**src/rtl/active_list.sv**
```systemverilog
// active_list: in-order tracking of renamed instructions; commits from the head,
// rolls back youngest-first on flush so rename can restore its map and free list.
module active_list #(
    parameter int DEPTH  = 16,
    parameter int PREG_W = 6,
    parameter int AREG_W = 5,
    localparam int TAG_W = $clog2(DEPTH)
) (
    input  logic              clk,
    input  logic              rst_n,
    input  logic              alloc_valid_i,
    output logic              alloc_ready_o,
    input  logic              alloc_has_dest_i,
    input  logic [AREG_W-1:0] alloc_areg_i,
    input  logic [PREG_W-1:0] alloc_new_preg_i,
    input  logic [PREG_W-1:0] alloc_old_preg_i,
    output logic [TAG_W-1:0]  alloc_tag_o,
    input  logic              wb_valid_i,
    input  logic [TAG_W-1:0]  wb_tag_i,
    output logic              commit_valid_o,
    input  logic              commit_ready_i,
    output logic              commit_has_dest_o,
    output logic [AREG_W-1:0] commit_areg_o,
    output logic [PREG_W-1:0] commit_free_preg_o,
    input  logic              flush_i,
    output logic              rb_valid_o,
    output logic              rb_has_dest_o,
    output logic [AREG_W-1:0] rb_areg_o,
    output logic [PREG_W-1:0] rb_old_preg_o,
    output logic [PREG_W-1:0] rb_new_preg_o,
    output logic              rb_done_o,
    output logic [TAG_W:0]    count_o,
    output logic              empty_o,
    output logic              full_o
);
    typedef enum logic {RUN, ROLLBACK} state_t;

    state_t              state_q, state_d;
    logic [TAG_W-1:0]    head_q, head_d, tail_q, tail_d, tail_m1, wb_off;
    logic [TAG_W:0]      count_q, count_d;
    logic [DEPTH-1:0]    done_q, done_d;
    logic                rb_done_q, rb_done_d;
    logic                has_dest_q [DEPTH];
    logic [AREG_W-1:0]   areg_q     [DEPTH];
    logic [PREG_W-1:0]   new_preg_q [DEPTH];
    logic [PREG_W-1:0]   old_preg_q [DEPTH];
    logic                run, alloc_fire, commit_fire, wb_hit;

    assign run         = state_q == RUN;
    assign tail_m1     = tail_q - TAG_W'(1);
    assign wb_off      = wb_tag_i - head_q;
    assign empty_o     = count_q == '0;
    assign full_o      = count_q == (TAG_W+1)'(DEPTH);
    assign count_o     = count_q;
    assign alloc_tag_o = tail_q;
    assign rb_done_o   = rb_done_q;
    assign alloc_fire  = alloc_valid_i && alloc_ready_o;
    assign commit_fire = commit_valid_o && commit_ready_i;
    // Occupancy is judged by distance from head, so stale or free slots never get marked done
    assign wb_hit      = run && wb_valid_i && ({1'b0, wb_off} < count_q);

    always_ff @(posedge clk or negedge rst_n)
        if (!rst_n) state_q <= RUN;
        else        state_q <= state_d;

    always_comb begin
        state_d = state_q;
        if (run && flush_i && !empty_o)
            state_d = ROLLBACK;
        else if (!run && count_q == (TAG_W+1)'(1))
            state_d = RUN;
    end

    always_comb begin
        alloc_ready_o      = run && !full_o && !flush_i;
        commit_valid_o     = run && !empty_o && done_q[head_q] && !flush_i;
        rb_valid_o         = !run;
        commit_has_dest_o  = commit_valid_o && has_dest_q[head_q];
        commit_areg_o      = commit_valid_o ? areg_q[head_q] : '0;
        commit_free_preg_o = commit_valid_o ? old_preg_q[head_q] : '0;
        rb_has_dest_o      = rb_valid_o && has_dest_q[tail_m1];
        rb_areg_o          = rb_valid_o ? areg_q[tail_m1] : '0;
        rb_old_preg_o      = rb_valid_o ? old_preg_q[tail_m1] : '0;
        rb_new_preg_o      = rb_valid_o ? new_preg_q[tail_m1] : '0;
    end

    always_comb begin
        head_d    = head_q + TAG_W'(commit_fire);
        tail_d    = rb_valid_o ? tail_m1 : tail_q + TAG_W'(alloc_fire);
        count_d   = rb_valid_o ? count_q - (TAG_W+1)'(1)
                               : count_q + (TAG_W+1)'(alloc_fire) - (TAG_W+1)'(commit_fire);
        rb_done_d = run ? flush_i && empty_o : count_q == (TAG_W+1)'(1);
        done_d    = done_q;
        if (wb_hit)      done_d[wb_tag_i] = 1'b1;
        if (alloc_fire)  done_d[tail_q]   = 1'b0;
        if (commit_fire) done_d[head_q]   = 1'b0;
        if (rb_valid_o)  done_d[tail_m1]  = 1'b0;
    end

    always_ff @(posedge clk or negedge rst_n)
        if (!rst_n) begin
            head_q    <= '0;
            tail_q    <= '0;
            count_q   <= '0;
            done_q    <= '0;
            rb_done_q <= 1'b0;
        end else begin
            head_q    <= head_d;
            tail_q    <= tail_d;
            count_q   <= count_d;
            done_q    <= done_d;
            rb_done_q <= rb_done_d;
        end

    always_ff @(posedge clk)
        if (alloc_fire) begin
            has_dest_q[tail_q] <= alloc_has_dest_i;
            areg_q[tail_q]     <= alloc_areg_i;
            new_preg_q[tail_q] <= alloc_new_preg_i;
            old_preg_q[tail_q] <= alloc_old_preg_i;
        end
endmodule

```
**config.mk**
```make
export PLATFORM = sky130hd
export DESIGN_NAME = active_list
export DESIGN_NICKNAME = d
export VERILOG_FILES = /design/src/rtl/active_list.sv
export SDC_FILE = /design/constraint.sdc
export NUM_CORES = 1
export LEC_CHECK = 0
export ABC_CLOCK_PERIOD_IN_PS = 3400
export BUFFER_PORTS_ARGS = -buffer_cell sky130_fd_sc_hd__buf_2
export CORE_AREA = 5 5 173 175
export CTS_BUF_LIST = sky130_fd_sc_hd__clkbuf_8
export CTS_CLUSTER_DIAMETER = 100
export DETAILED_ROUTE_END_ITERATION = 7
export DIE_AREA = 0 0 178 180
export PLACE_DENSITY = 0.78
export SYNTH_ARGS = -nofsm -noshare
export SYNTH_HDL_FRONTEND = slang
export SYNTH_SLANG_ARGS = --single-unit
```
**constraint.sdc**
```tcl
create_clock -name clk -period 3.4 [get_ports clk]
set_input_delay 0.34 -clock clk [delete_from_list [all_inputs] [get_ports clk]]
set_output_delay 0.34 -clock clk [all_outputs]
set_load 0.01 [all_outputs]
```
---- Word level (Yosys, flattened, before mapping) ----
Memories as Yosys holds them, arrays and structs flattened.
Index checks and enable logic that the tools add are counted.
word-level totals
  RAM bits ................................ 288
  bits in read-only memories .............. 0
  memories kept ........................... 4
  word-level logic and storage cells ...... 86
  output and inout bits ................... 45
  bits in latches ......................... 0
  flip-flop bits (word level) ............. 31
memories
  name        depth  width  read ports  clocked after memory_dff  write ports  RTL line  text
  new_preg_q  16     6      1           0                         1            45        logic [PREG_W-1:0] new_preg_q [DEPTH];
  old_preg_q  16     6      2           0                         1            46        logic [PREG_W-1:0] old_preg_q [DEPTH];
  areg_q      16     5      2           0                         1            44        logic [AREG_W-1:0] areg_q [DEPTH];
  has_dest_q  16     1      2           0                         1            43        logic has_dest_q [DEPTH];
operators by class
  mux-type cells .......................... 26
  multiply operators ...................... 0
  add/sub/neg operators ................... 7
  reductions and logical operators ........ 24
  div/mod/pow operators ................... 0
  bitwise operators ....................... 8
  shifts and indexed selects .............. 0
  eq/ne operators ......................... 2
  order comparisons ....................... 9
operators with widths
  kind                                                                                  count
  16-bit two-way mux                                                                    4
  16-bit bitwise AND                                                                    3
  16-bit inverter                                                                       3
  4-bit by 5-bit < comparator with 1-bit output (second input constant)                 4
  1-bit logical AND                                                                     19
  6-bit two-way mux                                                                     3
  1-bit demux with 4-bit select                                                         4
  4-bit by 1-bit greater-or-equal comparator with 1-bit output (second input constant)  4
  16-bit OR                                                                             1
  5-bit two-way mux                                                                     3
  1-bit two-way mux                                                                     10
  4-bit by 1-bit adder with 4-bit output                                                2
  5-bit by 1-bit adder with 5-bit output                                                1
  5-bit by 1-bit == test with 1-bit output (second input constant)                      1
  5-bit == test (second input constant)                                                 1
  5-bit zero test                                                                       1
  4-bit by 5-bit < comparator with 1-bit output                                         1
  5-bit by 1-bit subtractor with 5-bit output                                           1
  5-bit by 1-bit subtractor with 5-bit output (second input constant)                   1
  1-bit binary-select mux with 4-bit select                                             1
  4-bit two-way mux                                                                     1
  4-bit by 1-bit subtractor with 4-bit output (second input constant)                   1
  4-bit subtractor                                                                      1
  1-bit zero test                                                                       3
  2 further kinds                                                                       2

---- Longest topological paths before layout ----
  word-level depth ........................ 12
  gate-level depth with buffers ........... 17
  mapped depth without buffers ............ 17

---- Least setup slack after synthesis ----
Ideal clock, no wire load.
  path type ............................... register to register
  start point ............................. reg count_q[1] (netlist: count_o[1])
  end point ............................... reg count_q[4] (netlist: count_o[4])
  stages on the path, launching flop included .. 18
  required time ........................... 3.320 ns
  path slack .............................. 0.018 ns
  library setup time ...................... 0.080 ns
  data arrival time ....................... 3.302 ns
  period minus slack after synthesis ...... 3.382 ns
  path through ............................ dfrtp_1 inv_1 ha_1 and3b_1 nor4_2 o21ai_1 o21a_2 and2b_1 ha_1 inv_1 ha_1 inv_1 fa_1 o21bai_1 a21oi_1 xnor2_1 o21ai_0 xnor2_1
between the ends
  longest elaborated chain between the ends .. 8
ends and longest elaborated chain
  what                                         RTL line  text
  from (decl)                                  40        logic [TAG_W:0] count_q, count_d;
  from (signal assigned)                       110       count_q <= count_d;
  5-bit zero test                              52        assign empty_o = count_q == '0;
  via empty_o                                  33        output logic empty_o,
  1-bit zero test                              76        commit_valid_o = run && !empty_o && done_q[head_q] && !flush_i;
  1-bit logical AND (3 in series)              76
  1-bit logical AND                            58        assign commit_fire = commit_valid_o && commit_ready_i;
  5-bit by 1-bit subtractor with 5-bit output  91        : count_q + (TAG_W+1)'(alloc_fire) - (TAG_W+1)'(commit_fire);
  5-bit two-way mux                            90        count_d = rb_valid_o ? count_q - (TAG_W+1)'(1)
  via count_d[4]                               40
The timed path passes the listed nets, and every way through them passes these cells.
A chain may end at the register's enable or synchronous reset.

---- Worst setup path after layout ----
  start point ............................. reg tail_q[0] (netlist: alloc_tag_o[0])
  end point ............................... out rb_areg_o[0]
between the ends
  longest elaborated chain between the ends .. 3
ends and longest elaborated chain
  what                                         RTL line  text
  from (decl)                                  39        logic [TAG_W-1:0] head_q, head_d, tail_q, tail_d, tail_m1, wb_off;
  from (signal assigned)                       109       tail_q <= tail_d;
  4-bit by 1-bit subtractor with 4-bit output  50        assign tail_m1 = tail_q - TAG_W'(1);
  memory 16 x 5 bit                            n/a
  5-bit two-way mux                            82        rb_areg_o = rb_valid_o ? areg_q[tail_m1] : '0;
  to (decl)                                    28        output logic [AREG_W-1:0] rb_areg_o,
Every way passes these cells.

==> flow_metrics.env <==
export IMPL_crit_fanout=8
export IMPL_grtUsageTotal_pct=22.8
export IMPL_fin_nets=1052
export IMPL_ant_nets=0
export IMPL_routed_wl_mm=36.1
export IMPL_yosys_register_bits=319
export IMPL_synth_top_cell_area_share_pct=57.0
export IMPL_ctsHtreeMaxLevel=2
export IMPL_die_height_um=180
export IMPL_drc=0
export IMPL_min_period_ns=3.28
export IMPL_num_vias=9016
export IMPL_grt_pass1_vias=9274
export IMPL_reg2reg_slack_ns=0.16
export IMPL_syn_inst=869
export IMPL_setup_violations=0
export IMPL_powerDensity_mw_per_mm2=790
export IMPL_drive_above_1_share_pct=35.7
export IMPL_cts_path_max_buffers=3
export IMPL_synth_cell_type_count=60
export IMPL_fin_crit_sh_pct=96.4
export IMPL_worst_pin_slew_ns=0.777
export IMPL_wl_per_cell_um=25.5
export IMPL_syn_to_final_growth_pct=13.9
export IMPL_hp_class="in2reg"
export IMPL_cp_arrival_ns=2.94
export IMPL_p_sw_share_pct=36.2
export IMPL_crit_chain="inv_1 -> ha_1 -> or3_1 -> o21ai_0 -> a21oi_2 -> buf_4 -> a21oi_1 -> a211oi_1 -> buf_2"
export IMPL_ys_seq_area_share_pct=62.1
export IMPL_antenna_found_initial=2
export IMPL_grt_max_degree=57
export IMPL_synth_area_leader_cell="edfxtp_1"
export IMPL_critPathTopFamily="compound AO/OA/AOI/OAI gates"
export IMPL_synth_ff_type="edfxtp_1"
export IMPL_skew_ns=0.0218
export IMPL_register_area_mm2=0.00944
export IMPL_initial_core_util_pct=53.6
export IMPL_cts_sinks=319
export IMPL_root_buffer="clkbuf_8"
export IMPL_finalHoldViolCount=0
export IMPL_cp_data_required_time_ns=3.06
export IMPL_status="finished clean"
export IMPL_port_buffers=72
export IMPL_ios=73
export IMPL_grt_overflow=0
export IMPL_p_leak_nw=5.83
export IMPL_clk_transition_reported_paths_ns=0.07
export IMPL_fp_row_count=62
export IMPL_routabilityCongestion=0.839
export IMPL_worst_setup_path_type="reg2out"
export IMPL_die_w_um=178
export IMPL_fillers=2040
export IMPL_num_antenna_cells=0
export IMPL_grt_pass1_wl_mm=55.3
export IMPL_layout_common_cells="edfxtp_1, mux4_2, buf_2"
export IMPL_cts_buffers=50
export IMPL_yosysWarnings=0
export IMPL_hold_worst_slack_ns=0.111
export IMPL_fmax_mhz=305
export IMPL_multiInputGateArea_mm2=0.00543
export IMPL_die_area_mm2=0.0320
export IMPL_clk_latency_ns=0.59
export IMPL_slew_viol_final=0
export IMPL_async_flop_share_pct=9.72
export IMPL_layout_commonest_cell="edfxtp_1"
export IMPL_cts_tree="done"
export IMPL_crit_slowest_cell="dfrtp_4"
export IMPL_combPwrFrac_pct=45.4
export IMPL_critPathLaunchType="flop"
export IMPL_maxSlewHeadroom_pct=48.2
export IMPL_synthTopCellsByArea="edfxtp_1, mux4_2, dfrtp_1, mux2i_1, ha_1"
export IMPL_maxCapViolCount=0
export IMPL_syn_num_nets=928
export IMPL_netlist_area_mm2=0.0152
export IMPL_cpPeakStageDelay_ns=0.49
export IMPL_syn_avg_cell_area_um2=17.5
export IMPL_vdd_drop_max_uv=496
export IMPL_core_area_mm2=0.0283
export IMPL_p_switching_mw=4.94
export IMPL_seq_power_share_pct=33.4
export IMPL_internal_power_mw=8.72
export IMPL_synth_enable_flop_cells=288
export IMPL_clkPwrFrac_pct=21.2
export IMPL_drt_iter0_drc=825
export IMPL_via_per_inst=6.38
export IMPL_timing_critical_path_buf_inv=3
export IMPL_first_pass_iters=5
export IMPL_dp_hpwl_mm=22.3
export IMPL_utilization_pct=61.1
export IMPL_critPathCaptureType="primary output"
==> Yosys cell counts (all sizes together), types with 17 or more instances <==
cell / n
a211oi: 41
a21oi: 24
buf: 40
clkbuf: 17
dfrtp: 31
edfxtp: 288
ha: 29
inv: 25
mux2i: 42
mux4: 120
nand2: 30
nor2: 36
nor2b: 19
nor3: 22
==> worst register-to-register path: cells and delay by family (launching register included) <==
kind,cells,cell delay [ns]
AOI/OAI and AO/OA,5,0.61
DFF,1,0.36
adders and majority gates,4,0.95
buffers and inverters,3,0.16
xor gates and xnor gates,2,0.31
and+or+nand+nor,3,0.75
==> power groups by stage <==
stage | Combinational, mW | Sequential [mW] | Clock (mW)
floorplan | 4.19 | 4.63 | 0
global placement | 5.97 | 4.67 | 0
detailed placement | 6.03 | 4.68 | 0
CTS | 6.21 | 4.55 | 2.96
global route | 6.68 | 4.57 | 3.15
finish | 6.20 | 4.56 | 2.90
==> flip-flops by register name, indices dropped and copies added (netlist names) <==
register,count
old_preg_q,96
rb_valid_o,1
done_q,16
alloc_tag_o,4
has_dest_q,16
count_o,5
head_q,4
new_preg_q,96
rb_done_o,1
areg_q,80
==> repair_timing <==
item                                   CTS  global route
hold buffers                             1             0
setup buffers                            4             1
endpoints found under the hold margin   31             0
setup endpoints to repair               20             3
pin swaps                                1             9
resized for setup                        3            15
==> cell families after synthesis <==
group                      count (synthesis)  synth area share, %
DFF                                      319                 62.1
muxes                                    166                 20.9
and+or+nand+nor                          135                 4.44
AOI/OAI and AO/OA                        122                 6.25
buffers and inverters                     82                 2.87
adders and majority gates                 31                 2.65
xor gates and xnor gates                  14                0.857
==> final cells by class <==
type	count	area share (%)
Inverter	25	0.543
Clock inverter	36	0.933
Multi-Input combinational cell	468	31.4
Tap cell	384	2.78
Timing Repair Buffer	129	5.60
Sequential cell	319	54.6
Clock buffer	53	4.22
==> layer usage <==
metal / wire (µm) / part of all wire, % / vias up / GRT usage (%)
met4: 943 / 2.6 / 4 / 7.46
met5: 25 / 0.069 / - / 0
met2: 18000 / 50 / 505 / 37.0
met3: 3180 / 8.8 / 76 / 5.00
li1: - / - / 3833 / -
met1: 13900 / 39 / 4598 / 31.1
==> metrics by stage <==
stage	TNS, ns	cell area, µm²	power [mW]	setup slack, ns	std cells
final	0	17300	13.7	0.123	1414
after global routing	-0.00265	17300	14.4	-0.00265	1414
after CTS	0	17300	13.7	0.0807	1413
after detailed placement	0	16300	10.7	0.104	1319
after global placement	0	16300	10.6	0.189	1319
after floorplan	0	15200	8.83	0.0179	869
==> path summary, 6_finish.rpt <==
check | start | end | cells after the start
max in group asynchronous | rst_n | head_q[1] | 2
min reg2reg | done_q[10] | done_q[10] | 1
min in group asynchronous | rst_n | count_o[2] | 2
max | alloc_tag_o[0] | rb_areg_o[0] | 9
max reg2reg | count_o[1] | count_o[4] | 17
min | alloc_old_preg_i[3] | old_preg_q[0][3] | 1
No activity file was read; power rests on OpenSTA's default activity.
